File: config.mk
export PLATFORM = sky130hd
export DESIGN_NAME = motor_profile_feeder
export DESIGN_NICKNAME = d
export VERILOG_FILES = /design/src/rtl/motor_ctrl_pkg.sv /design/src/rtl/motor_sat_addsub.sv /design/src/rtl/motor_profile_feeder.sv
export SDC_FILE = /design/constraint.sdc
export NUM_CORES = 1
export LEC_CHECK = 0
export ABC_AREA = 1
export BUFFER_PORTS_ARGS = -buffer_cell sky130_fd_sc_hd__buf_2
export CORE_ASPECT_RATIO = 1.4
export CORE_MARGIN = 2
export CORE_UTILIZATION = 63
export CTS_BUF_LIST = sky130_fd_sc_hd__clkbuf_8
export DETAILED_ROUTE_END_ITERATION = 6
export PLACE_DENSITY = 0.84
export SLEW_MARGIN = 0
export SYNTH_ARGS = -nofsm -noshare
export SYNTH_HDL_FRONTEND = slang
export SYNTH_HIERARCHICAL = 1
export SYNTH_SLANG_ARGS = --single-unit
File: constraint.sdc
create_clock -name clk -period 7.05 [get_ports clk]
set_clock_uncertainty 0.1 [all_clocks]
set_input_delay 0.705 -clock clk [delete_from_list [all_inputs] [get_ports clk]]
set_output_delay 0.705 -clock clk [all_outputs]
set_load 0.01 [all_outputs]
File: src/rtl/motor_ctrl_pkg.sv
// Shared definitions for the motor profile feeder.
// Holds the profile state encoding, the add/subtract selector for the
// saturating arithmetic unit and the default datapath widths.
package motor_ctrl_pkg;

  // Default widths: period values, step counters, accel/decel indices
  localparam int PW = 32;
  localparam int SW = 32;
  localparam int AW = 16;

  typedef enum logic [1:0] {
    ST_IDLE   = 2'd0,
    ST_ACCEL  = 2'd1,
    ST_CRUISE = 2'd2,
    ST_DECEL  = 2'd3
  } state_e;

  typedef enum logic {
    OP_SUB = 1'b0,
    OP_ADD = 1'b1
  } op_e;

endpackage

File: src/rtl/motor_sat_addsub.sv
// Saturating period step unit (purely combinational).
// Ports:
//   a      in  PW  current period
//   delta  in  PW  step size
//   floor  in  PW  lower bound applied after subtraction
//   ceil   in  PW  upper bound applied to every result
//   op     in  1   OP_SUB or OP_ADD
//   result out PW  a -/+ delta clamped into [floor, ceil]
// The ceiling is applied last, so a floor above the ceiling pins the result
// at the ceiling.
module motor_sat_addsub
  import motor_ctrl_pkg::*;
#(
  parameter int PW = motor_ctrl_pkg::PW
) (
  input  logic [PW-1:0] a,
  input  logic [PW-1:0] delta,
  input  logic [PW-1:0] floor,
  input  logic [PW-1:0] ceil,
  input  op_e           op,
  output logic [PW-1:0] result
);

  logic [PW:0]   diff_s;
  logic [PW:0]   sum_s;
  logic [PW-1:0] lo_s;

  // One extra bit catches borrow on subtract and carry on add
  always_comb begin
    diff_s = {1'b0, a} - {1'b0, delta};
    sum_s  = {1'b0, a} + {1'b0, delta};
    lo_s   = {PW{1'b0}};
    result = {PW{1'b0}};
    if (op == OP_SUB) begin
      if (diff_s[PW] || (diff_s[PW-1:0] < floor)) begin
        lo_s = floor;
      end else begin
        lo_s = diff_s[PW-1:0];
      end
      result = (lo_s > ceil) ? ceil : lo_s;
    end else begin
      lo_s   = {PW{1'b0}};
      result = (sum_s > {1'b0, ceil}) ? ceil : sum_s[PW-1:0];
    end
  end

endmodule

File: src/rtl/motor_profile_feeder.sv
// Trapezoidal pulse-period profile generator feeding ddr_motor_ctrl.
// Ports:
//   clk, rst          clock, asynchronous active-low reset
//   start, abort      1-cycle control pulses (abort has priority)
//   start_period      slowest period (first/last pulse and ceiling)
//   min_period        fastest period (floor while accelerating)
//   delta             per-pulse period change
//   accel_steps       requested accel length A
//   total_steps       pulses in the move N
//   read              consumer strobe: pul_value for index k consumed
//   pul_value         period for the current index k
//   step              latched N
//   accel_end         Ae-1 (0 when Ae==0)
//   decel_begin       N-Ae truncated to AW bits
//   busy              high while a move is in progress
//   done              1-cycle pulse after index N-1 is consumed
//   rd_err            sticky, read seen while idle; cleared by start
module motor_profile_feeder
  import motor_ctrl_pkg::*;
#(
  parameter int PW = motor_ctrl_pkg::PW,
  parameter int SW = motor_ctrl_pkg::SW,
  parameter int AW = motor_ctrl_pkg::AW
) (
  input  logic          clk,
  input  logic          rst,
  input  logic          start,
  input  logic          abort,
  input  logic [PW-1:0] start_period,
  input  logic [PW-1:0] min_period,
  input  logic [PW-1:0] delta,
  input  logic [AW-1:0] accel_steps,
  input  logic [SW-1:0] total_steps,
  input  logic          read,
  output logic [PW-1:0] pul_value,
  output logic [SW-1:0] step,
  output logic [AW-1:0] accel_end,
  output logic [AW-1:0] decel_begin,
  output logic          busy,
  output logic          done,
  output logic          rd_err
);

  localparam logic [SW-1:0] ONE_SW = {{(SW-1){1'b0}}, 1'b1};
  localparam logic [AW-1:0] ONE_AW = {{(AW-1){1'b0}}, 1'b1};

  state_e        state_q, state_d;
  logic [SW-1:0] k_q, k_d;
  logic [PW-1:0] pul_q, pul_d;
  logic [PW-1:0] sp_q, sp_d;
  logic [PW-1:0] mp_q, mp_d;
  logic [PW-1:0] dl_q, dl_d;
  logic [SW-1:0] n_q, n_d;
  logic [SW-1:0] ae_q, ae_d;
  logic [SW-1:0] dd_q, dd_d;
  logic [AW-1:0] aend_q, aend_d;
  logic [AW-1:0] dbeg_q, dbeg_d;
  logic          busy_q, busy_d;
  logic          done_q, done_d;
  logic          rd_err_q, rd_err_d;

  logic [SW:0]   two_a_s;
  logic [SW-1:0] ae_s;
  logic [SW-1:0] d_s;
  logic [SW-1:0] j_s;
  op_e           op_s;
  logic [PW-1:0] sat_s;

  // Effective accel length: a move too short for 2*A pulses splits evenly
  always_comb begin
    two_a_s = {{(SW-AW){1'b0}}, accel_steps, 1'b0};
    if (two_a_s > {1'b0, total_steps}) begin
      ae_s = {1'b0, total_steps[SW-1:1]};
    end else begin
      ae_s = {{(SW-AW){1'b0}}, accel_steps};
    end
    d_s  = total_steps - ae_s;
    j_s  = k_q + ONE_SW;
    op_s = (j_s < ae_q) ? OP_SUB : OP_ADD;
  end

  motor_sat_addsub #(.PW(PW)) u_sat (
    .a      (pul_q),
    .delta  (dl_q),
    .floor  (mp_q),
    .ceil   (sp_q),
    .op     (op_s),
    .result (sat_s)
  );

  // Next-state: profile FSM, index counter, config latches and output values
  always_comb begin
    state_d  = state_q;
    k_d      = k_q;
    pul_d    = pul_q;
    sp_d     = sp_q;
    mp_d     = mp_q;
    dl_d     = dl_q;
    n_d      = n_q;
    ae_d     = ae_q;
    dd_d     = dd_q;
    aend_d   = aend_q;
    dbeg_d   = dbeg_q;
    busy_d   = busy_q;
    done_d   = 1'b0;
    rd_err_d = rd_err_q;
    if (abort) begin
      // Abort drops any simultaneous start or read; outputs hold
      state_d = ST_IDLE;
      busy_d  = 1'b0;
    end else begin
      case (state_q)
        ST_IDLE: begin
          if (start) begin
            sp_d     = start_period;
            mp_d     = min_period;
            dl_d     = delta;
            n_d      = total_steps;
            ae_d     = ae_s;
            dd_d     = d_s;
            aend_d   = (ae_s == {SW{1'b0}}) ? {AW{1'b0}} : (ae_s[AW-1:0] - ONE_AW);
            dbeg_d   = d_s[AW-1:0];
            k_d      = {SW{1'b0}};
            rd_err_d = 1'b0;
            if (total_steps == {SW{1'b0}}) begin
              done_d = 1'b1;
            end else begin
              pul_d   = start_period;
              busy_d  = 1'b1;
              state_d = (ae_s != {SW{1'b0}}) ? ST_ACCEL : ST_CRUISE;
            end
          end else if (read) begin
            rd_err_d = 1'b1;
          end else begin
            rd_err_d = rd_err_q;
          end
        end
        ST_ACCEL, ST_CRUISE, ST_DECEL: begin
          if (read) begin
            k_d = j_s;
            // Accel and decel indices step the period; the plateau holds it
            if ((j_s < ae_q) || (j_s > dd_q)) begin
              pul_d = sat_s;
            end else begin
              pul_d = pul_q;
            end
            // State follows the phase of j directly, so phases can be skipped
            if (k_q == (n_q - ONE_SW)) begin
              state_d = ST_IDLE;
              busy_d  = 1'b0;
              done_d  = 1'b1;
            end else if (j_s < ae_q) begin
              state_d = ST_ACCEL;
            end else if (j_s <= dd_q) begin
              state_d = ST_CRUISE;
            end else begin
              state_d = ST_DECEL;
            end
          end else begin
            k_d = k_q;
          end
        end
        default: begin
          state_d = ST_IDLE;
          busy_d  = 1'b0;
        end
      endcase
    end
  end

  // State and output registers
  always_ff @(posedge clk or negedge rst) begin
    if (!rst) begin
      state_q  <= ST_IDLE;
      k_q      <= {SW{1'b0}};
      pul_q    <= {PW{1'b0}};
      sp_q     <= {PW{1'b0}};
      mp_q     <= {PW{1'b0}};
      dl_q     <= {PW{1'b0}};
      n_q      <= {SW{1'b0}};
      ae_q     <= {SW{1'b0}};
      dd_q     <= {SW{1'b0}};
      aend_q   <= {AW{1'b0}};
      dbeg_q   <= {AW{1'b0}};
      busy_q   <= 1'b0;
      done_q   <= 1'b0;
      rd_err_q <= 1'b0;
    end else begin
      state_q  <= state_d;
      k_q      <= k_d;
      pul_q    <= pul_d;
      sp_q     <= sp_d;
      mp_q     <= mp_d;
      dl_q     <= dl_d;
      n_q      <= n_d;
      ae_q     <= ae_d;
      dd_q     <= dd_d;
      aend_q   <= aend_d;
      dbeg_q   <= dbeg_d;
      busy_q   <= busy_d;
      done_q   <= done_d;
      rd_err_q <= rd_err_d;
    end
  end

  assign pul_value   = pul_q;
  assign step        = n_q;
  assign accel_end   = aend_q;
  assign decel_begin = dbeg_q;
  assign busy        = busy_q;
  assign done        = done_q;
  assign rd_err      = rd_err_q;

endmodule

# After elaboration in Yosys (flattened, before gate mapping)
# Index checks and enable logic that the tools add are counted.
dict set report op_classes {
  add_sub_neg 6
  magnitude_cmp 7
  n_eq_ne 12
  mux 38
  bitwise 1
  n_reduce_logical 14
}
# operator count
set op_table {}
lappend op_table {{2-to-1 mux 32 bit} 11}
lappend op_table {{case mux 32 bit (2 select lines)} 2}
lappend op_table {{greater-than comparator 32 bit} 2}
lappend op_table {{logical NOT 32 bit} 2}
lappend op_table {{less-than comparator 32 bit} 2}
lappend op_table {{adder 32 x 32 -> 33 bit} 1}
lappend op_table {{greater-than comparator 33 x 32 -> 1 bit} 1}
lappend op_table {{subtractor 32 x 32 -> 33 bit} 1}
lappend op_table {{adder 32 x 1 -> 32 bit (second input constant)} 1}
lappend op_table {{== test 32 bit} 1}
lappend op_table {{greater-than comparator 17 x 32 -> 1 bit} 1}
lappend op_table {{<= comparator 32 bit} 1}
lappend op_table {{nonzero test 32 bit} 1}
lappend op_table {{subtractor 32 x 1 -> 32 bit (second input constant)} 1}
lappend op_table {{subtractor 32 bit} 1}
lappend op_table {{2-to-1 mux 31 bit} 1}
lappend op_table {{2-to-1 mux 16 bit} 1}
lappend op_table {{subtractor 16 x 1 -> 16 bit (second input constant)} 1}
lappend op_table {{2-to-1 mux 2 bit} 7}
lappend op_table {{2-to-1 mux 1 bit} 13}
lappend op_table {{inequality test 3 bit (second input constant)} 4}
lappend op_table {{AND reduction 3 bit} 4}
lappend op_table {{inequality test 2 bit (second input constant)} 4}
lappend op_table {{AND reduction 5 bit} 1}
lappend op_table {{other kinds (10)} 13}
dict set report totals {
  reg_bits 293
  in_bits 149
  out_inout_bits 99
  elab_cells 92
}

# Logic depth before layout (Yosys ltp)
# Gate-level depths: netlist (run 1).
dict set report logic_depth {
  ltp_word 11
  ltp_mapped 42
  mapped_depth_nobuf 40
}

# Hierarchy
# The synthesis (run 1) kept the hierarchy.
# module instances cells_each area_per_inst_um2 seq_area_each_um2
set modules_own_cells {}
lappend modules_own_cells {motor_profile_feeder 1 2351 17296.6 6906.6}
lappend modules_own_cells {motor_sat_addsub 1 1660 9367.7 0.0}

# Worst setup path before layout (run 1)
# Ideal clock, no wire load.
dict set report synth_path {
  path_type {register -> register}
  from {register pul_q[0], in the netlist pul_value[0]}
  to {register pul_q[24], in the netlist pul_value[24]}
  setup_ns 0.127
  arrival_time_ns 4.741
  t_required_ns 6.823
  slack_ns 2.081
  path_stages_with_launch 39
  path_buffers 2
  synth_period_minus_slack_ns 4.969
  path_cell_list {dfrtp_1 -> inv_1 -> ha_1 -> inv_1 -> fa_1 -> nand2_2 -> o21ai_4 -> nand2_1 -> nand2_1 -> nand3_1 -> nand2_1 -> nand2_1 -> nand2_1 -> nand2_1 -> nand2_1 -> ha_1 -> nand2_1 -> nor2_1 -> [... 3 more ...] -> nand2_2 -> nand2_8 -> buf_12 -> nand2_4 -> nand2_1 -> ha_1 -> nand2_1 -> nor2_1 -> nand4_1 -> nor4_2 -> nand3_1 -> nand2_1 -> buf_2 -> nand3_1 -> nand2_1 -> nand2_1 -> o21ai_0 -> o21ai_0}
}
dict set report synth_via {
  elab_chain_cells 11
  elab_cells_between_ends 14
  classes_between {2 x add/sub; 3 x order compare; 8 x mux; 1 x reduce/logical}
}
# element line_no
set synth_rtl {}
lappend synth_rtl {{from (decl)} motor_profile_feeder.sv:49} ;# logic [PW-1:0] pul_q, pul_d;
lappend synth_rtl {{from (signal assigned)} motor_profile_feeder.sv:176} ;# pul_q <= {PW{1'b0}};
lappend synth_rtl {{from (signal assigned)} motor_profile_feeder.sv:191} ;# pul_q <= pul_d;
lappend synth_rtl {{subtractor 32 x 32 -> 33 bit} motor_sat_addsub.sv:30} ;# diff_s = {1'b0, a} - {1'b0, delta};
lappend synth_rtl {{less-than comparator 32 bit} motor_sat_addsub.sv:35} ;# if (diff_s[PW] || (diff_s[PW-1:0] < floor)) begin
lappend synth_rtl {{logical OR 1 bit} motor_sat_addsub.sv:35}
lappend synth_rtl {{2-to-1 mux 32 bit} motor_sat_addsub.sv:35}
lappend synth_rtl {{2-to-1 mux 32 bit} motor_sat_addsub.sv:34} ;# if (op == OP_SUB) begin
lappend synth_rtl {{greater-than comparator 32 bit} motor_sat_addsub.sv:40} ;# result = (lo_s > ceil) ? ceil : lo_s;
lappend synth_rtl {{2-to-1 mux 32 bit} motor_sat_addsub.sv:40}
lappend synth_rtl {{2-to-1 mux 32 bit *} motor_sat_addsub.sv:34}
lappend synth_rtl {{named net sat_s[24]} motor_profile_feeder.sv:67} ;# logic [PW-1:0] sat_s;
lappend synth_rtl {{2-to-1 mux 32 bit *} motor_profile_feeder.sv:142} ;# if ((j_s < ae_q) || (j_s > dd_q)) begin
lappend synth_rtl {{2-to-1 mux 32 bit *} motor_profile_feeder.sv:139} ;# if (read) begin
lappend synth_rtl {{case mux 32 bit (2 select lines) *} motor_profile_feeder.sv:112} ;# case (state_q)
# The timed path passes the listed nets; every way through them passes the cells marked *. The select of a mux whose other input is x is not followed.
# A chain may end at the register's enable or synchronous reset.

# Worst setup path after layout (run 1)
dict set report layout_path {
  from {register pul_q[13], in the netlist pul_value[13]}
  to {register pul_q[27], in the netlist pul_value[27]}
}
# Same word-level chain as after synthesis.

==> flow_summary.json, run 1 <==
{
  "dp_hpwl_mm": 72.0,
  "arrival_ps": 6990,
  "max_freq_mhz": 152,
  "wl_per_cell_um": 19.2,
  "dr.pass1.iters": 6,
  "clk_path_buf_depth": 3,
  "root_buffer": "clkbuf_8",
  "route.detailed.drc": 0,
  "htree_levels": 2,
  "vias": 27400,
  "die_w_um": 178,
  "postRouteAntennaNets": 0,
  "synth_cell_types": 68,
  "grt_max_degree": 254,
  "critPathKind": "register to register",
  "ys.flop_type": "dfrtp_1",
  "critPathLaunchType": "register",
  "rsz0062_at_grt": "no",
  "layout.nets": 4607,
  "drive_gt1_share_pct": 12.6,
  "cp_common_cell": "nand2_1",
  "slew_violations": 0,
  "syn_to_final_growth_pct": 9.20,
  "initial_core_util_pct": 63.5,
  "cp_top_family": "simple AND/OR/NAND/NOR gates",
  "hp-class": "primary input to register",
  "cts_setup_buffers": 0,
  "grt_usage_pct": 41.7,
  "final.fill_count": 3869,
  "clkTransAtPathRegs_ps": 70,
  "drt-vias-per-instance": 5.73,
  "syn_area_per_cell_um2": 6.65,
  "async_reset_ff_share_pct": 100,
  "critPathMaxStageDelay_ps": 520,
  "overflow": 0,
  "die_h_um": 247,
  "setup_violations": 0,
  "ys_ff_latch": 276,
  "hold_path_startpoint": "min_period[15]",
  "rr_startpoint": "pul_value[13]",
  "place_congestion": 1.02,
  "core_mm2": 0.0420,
  "rows": 89,
  "crit_fanout": 17,
  "holdPathEnd": "mp_q[15]",
  "cts.sinks": 276,
  "grt_pass1_vias": 26800,
  "die-area_mm2": 0.0440,
  "max-slew-margin-rel_pct": 24.2,
  "synthMostInstantiatedCell": "nand2_1",
  "wirelength_mm": 92.0,
  "grt_pass1_wl_mm": 141,
  "synth_area_mm2": 0.0267,
  "synth_top_cell_area_share_pct": 25.9,
  "synth_enable_flop_cells": 0,
  "drv_cap": 0,
  "period_share_pct": 93.6,
  "worst_ep_required_time_ps": 7440,
  "synth.area.top_cells": "dfrtp_1 (26%), nand2_1 (17%), ha_1 (12%)",
  "r2r_setup_slack_ps": 450,
  "ys_warn_count": 6,
  "timing.final.crit_period_ps": 6600,
  "numPlacedInstances": 4692,
  "finalNonFillerCells": 4780,
  "ys_top_cells_by_count": "nand2_1 (1215), inv_1 (574), nand3_1 (291)",
  "antenna_found_initial": 5,
  "cpMaxStageDelayCell": "ha_1",
  "numCtsBuffers": 46,
  "cts_tree": "yes",
  "synth_top_area_cell": "dfrtp_1",
  "drtIter0Drc": 2121,
  "r2r_cells": 33,
  "r2r-end": "pul_value[27]",
  "holdPathStages": 3,
  "final_util_pct": 69.4,
  "io-pin-count": 248,
  "outcome": "completed",
  "crit_buf_inv": 5,
  "numPortBuffers": 247,
  "finalHoldViolations": 0,
  "netlist_instances": 4011,
  "ys_seq_area_share_pct": 25.9,
  "worst_pin_slew_ps": 1140,
  "crit_path_end_kind": "register",
  "fin_setup_tns_ps": 0,
  "worstSkewPairLatency_ps": 670,
  "hold_ws_ps": 129
}
[per-layer routing]
layer / GRT usage (%) / routed length [µm] / vias up
met5: 0 / 23 / -
met4: 33.4 / 8760 / 4
met3: 7.66 / 6120 / 427
met2: 73.2 / 44600 / 1192
met1: 43.5 / 32400 / 12500
li1: - / - / 13200
[state kept, by name (all words and copies together), names as in the netlist, 31 cells and up]
signal,flops
ae_q,31
dd_q,32
dl_q,32
k_q,32
mp_q,32
pul_value,32
sp_q,32
step,32
[logic make-up after synthesis]
group                    Yosys count  synth area share (%)
other                              1                0.0141
AO/OA/AOI/OAI                    527                  11.1
flip-flops                       276                  25.9
AND/OR/NAND/NOR                 2062                  34.5
adder cells (fa/ha/maj)          262                  12.4
XOR/XNOR                         130                  4.27
buffers and inverters            753                  11.8
[worst max path at each step]
stage,start,endpoint,slack [ps],cells past startpoint
after floorplan,pul_value[0],pul_value[24],2080,38
after detailed placement,pul_value[13],pul_value[27],650,33
after CTS,pul_value[13],pul_value[27],620,33
after global placement,dl_q[14],pul_value[27],630,34
final,pul_value[13],pul_value[27],450,33
after global routing,dl_q[5],pul_value[15],120,37
[per-stage QoR]
stage	setup WS (ps)	cell area, µm²
after floorplan	2080	26700
after global placement	626	28000
after detailed placement	647	28000
after CTS	624	29100
after global routing	117	29100
final	454	29100
[area by class of cell]
cell class,instances,area [µm²],area share (%)
Multi-Input combinational cell,2997,16700,57.4
Sequential cell,276,6910,23.7
Inverter,603,2270,7.79
Antenna cell,3,7.51,0.0258
Tap cell,546,683,2.35
Clock buffer,55,757,2.60
Clock inverter,28,328,1.13
Timing Repair Buffer,272,1460,5.02
[worst register-to-register path: cells and delay by family, from the launching register on]
family | cells | cell delay [ps]
buffers and inverters | 5 | 840
AO/OA/AOI/OAI | 7 | 1230
AND/OR/NAND/NOR | 17 | 2490
XOR/XNOR | 1 | 260
adder cells (fa/ha/maj) | 3 | 1130
flip-flops | 1 | 420
[cell usage in the layout, fill, tap and decap left out, types with 11 or more instances in the layout]
| cell type | n |
|---|---|
| conb_1 | 15 |
| o21bai_1 | 15 |
| nor2_2 | 20 |
| nand4_1 | 97 |
| nand3b_1 | 12 |
| buf_4 | 22 |
| nand2_2 | 35 |
| a21oi_1 | 159 |
| nand3_2 | 13 |
| clkbuf_8 | 55 |
| o21ai_1 | 47 |
| inv_1 | 582 |
| o22ai_1 | 17 |
| xnor2_1 | 24 |
| ha_1 | 259 |
| a21oi_2 | 14 |
| inv_2 | 25 |
| buf_2 | 246 |
| nand2_4 | 42 |
| nor4_1 | 14 |
| nand2_1 | 1214 |
| nand3_1 | 291 |
| nor3_1 | 42 |
| o21ai_0 | 213 |
| dfrtp_1 | 276 |
| xor2_1 | 106 |
| o21a_1 | 12 |
| clkinv_2 | 11 |
| nor2_1 | 250 |
[timing repair]
action | 4_1_cts | 5_1_grt
hold endpoints to repair | 72 | 0
resized for setup | 0 | 1
hold buffers | 1 | 0
endpoints found under the setup margin | 0 | 4
Power of run 1 is left out: the tool's default activity adds up to more than one toggle a clock period on the data nets, which glitch-free logic cannot reach.
==> run 2: changes to the inputs <==
--- a/config.mk
+++ b/config.mk
@@ -7,7 +7,7 @@
 export LEC_CHECK = 0
 export ABC_AREA = 1
 export BUFFER_PORTS_ARGS = -buffer_cell sky130_fd_sc_hd__buf_2
-export CORE_ASPECT_RATIO = 1.4
+export CORE_ASPECT_RATIO = 1.1
 export CORE_MARGIN = 2
 export CORE_UTILIZATION = 63
 export CTS_BUF_LIST = sky130_fd_sc_hd__clkbuf_8
==> run 2 against run 1 <==
Net effect:
- the run now ends with design-rule violations left
- non-clock buffer count decreased by 4
- maximum frequency about the same
- count of clock-buffer cells in the layout increased by 7
- global-route usage decreased by 1.7 points
- sequential cell count unchanged
- critical endpoint is now pul_value[25]
==> flow_summary.json, run 2 (same netlist as run 1, synthesis figures left out) <==
{
  "outcome": "complete, but fails checks",
  "violations": "design-rule violations",
  "clkTransAtPathRegs_ps": 70,
  "die_h_um": 220,
  "worst_ep_required_time_ps": 7480,
  "critPathMaxStageDelay_ps": 480,
  "postRouteAntennaNets": 0,
  "fin_setup_tns_ps": 0,
  "r2r_cells": 35,
  "hold_path_startpoint": "delta[25]",
  "syn_to_final_growth_pct": 9.56,
  "cts.sinks": 276,
  "wirelength_mm": 89.1,
  "cpMaxStageDelayCell": "ha_1",
  "die_w_um": 200,
  "antenna_found_initial": 3,
  "drtIter0Drc": 1952,
  "cts_tree": "yes",
  "met3_usage_pct": 5.81,
  "r2r_setup_slack_ps": 460,
  "dp_hpwl_mm": 70.0,
  "critPathKind": "register to register",
  "setup_violations": 0,
  "worst_pin_slew_ps": 1030,
  "finalHoldViolations": 0,
  "max_freq_mhz": 152,
  "final_common_cell": "nand2_1",
  "slew_violations": 0,
  "holdPathStages": 3,
  "max-slew-margin-rel_pct": 30.7,
  "dr.pass1.iters": 7,
  "rr_startpoint": "pul_value[24]",
  "grt_max_degree": 134,
  "rows": 79,
  "grt_use_met1_pct": 45.9,
  "period_share_pct": 93.5,
  "core_mm2": 0.0420,
  "clk_path_buf_depth": 3,
  "vias": 27200,
  "crit_buf_inv": 3,
  "drive_gt1_share_pct": 12.8,
  "place_congestion": 1.04,
  "numCtsBuffers": 50,
  "worstSkewPairLatency_ps": 680,
  "drt-vias-per-instance": 5.66,
  "io-pin-count": 248,
  "cp_common_cell": "nand2_1",
  "holdPathEnd": "dl_q[25]",
  "drv_cap": 0,
  "crit_fanout": 32,
  "numPortBuffers": 247,
  "use_met2_pct": 70.0,
  "grt_usage_pct": 40.1,
  "final_cell_mix": "nand2_1 (1214), inv_1 (581), nand3_1 (291), dfrtp_1 (276), ha_1 (253)",
  "crit_path_end_kind": "register",
  "rsz0062_at_grt": "no",
  "cts_setup_buffers": 0,
  "grt_pass1_wl_mm": 138,
  "arrival_ps": 7020,
  "htree_levels": 2,
  "die-area_mm2": 0.0440,
  "timing.final.crit_period_ps": 6590,
  "layout.nets": 4606,
  "initial_core_util_pct": 63.5,
  "route.detailed.drc": 6,
  "startpoint": "pul_value[24]",
  "hp-class": "primary input to register",
  "grt_busiest_layer": "met2",
  "final.fill_count": 3804,
  "overflow": 0,
  "grt_pass1_vias": 26300,
  "wl_per_cell_um": 18.5,
  "cp_top_family": "simple AND/OR/NAND/NOR gates",
  "r2r-end": "pul_value[25]",
  "critPathLaunchType": "register",
  "root_buffer": "clkbuf_8"
}
run 2: changes by cell type in the layout (fill, tap and decap cells not counted), moves of 2 or more:
cell,before,now
ha_2,0,6
o21ai_1,47,49
clkbuf_8,55,62
clkinvlp_4,0,2
ha_1,259,253
nand2_4,42,40
buf_4,22,17
diode_2,3,1
o21ai_0,213,211
buf_6,0,2
inv_8,0,2
clkinv_8,2,0
run 2: area by class of cell:
cell class / count / area, µm² / share of cell area [%]
multi-input combinational: 2996 / 16700 / 57.2
sequential: 276 / 6910 / 23.6
inverter: 603 / 2270 / 7.77
timing repair buffer: 268 / 1430 / 4.88
clock buffer: 62 / 853 / 2.92
tap: 567 / 709 / 2.43
clock inverter: 30 / 342 / 1.17
antenna: 1 / 2.50 / 0.00857
run 2: worst max path at each step:
stage | to | slack [ps] | depth (start not counted)
after floorplan | pul_value[24] | 2080 | 38
after global placement | pul_value[20] | 310 | 36
after detailed placement | pul_value[20] | 370 | 36
after CTS | pul_value[20] | 350 | 36
after global routing | pul_value[25] | 4 | 36
final | pul_value[25] | 460 | 35
run 2: routing by layer:
layer | routed length, µm | vias to the layer above
met5 | 15 | -
met4 | 6250 | 2
met3 | 6170 | 314
met2 | 42400 | 1102
met1 | 34200 | 12500
li1 | - | 13200
run 2: tightest hold or removal path, stage by stage:
cell,delay (ps)
buf_2,70
nand2_1,40
nand2_1,40
run 2: repair_timing:
item                                   4_1_cts  5_1_grt
endpoints found under the hold margin       83        0
hold buffers                                 1        0
setup endpoints to repair                    0       31
resized for setup                            0       10
run 2: per-stage QoR:
stage	util [%]	cell area, µm²	hold slack, ps	std cells	setup WS [ps]
floorplan	-	26700	309	4025	2080
global placement	66.6	28000	361	4709	307
detailed placement	66.6	28000	367	4709	366
CTS	69.5	29200	94.0	4802	348
global route	69.5	29200	114	4803	3.73
finish	69.5	29200	117	4803	459
Power of run 2 is left out for the same reason.
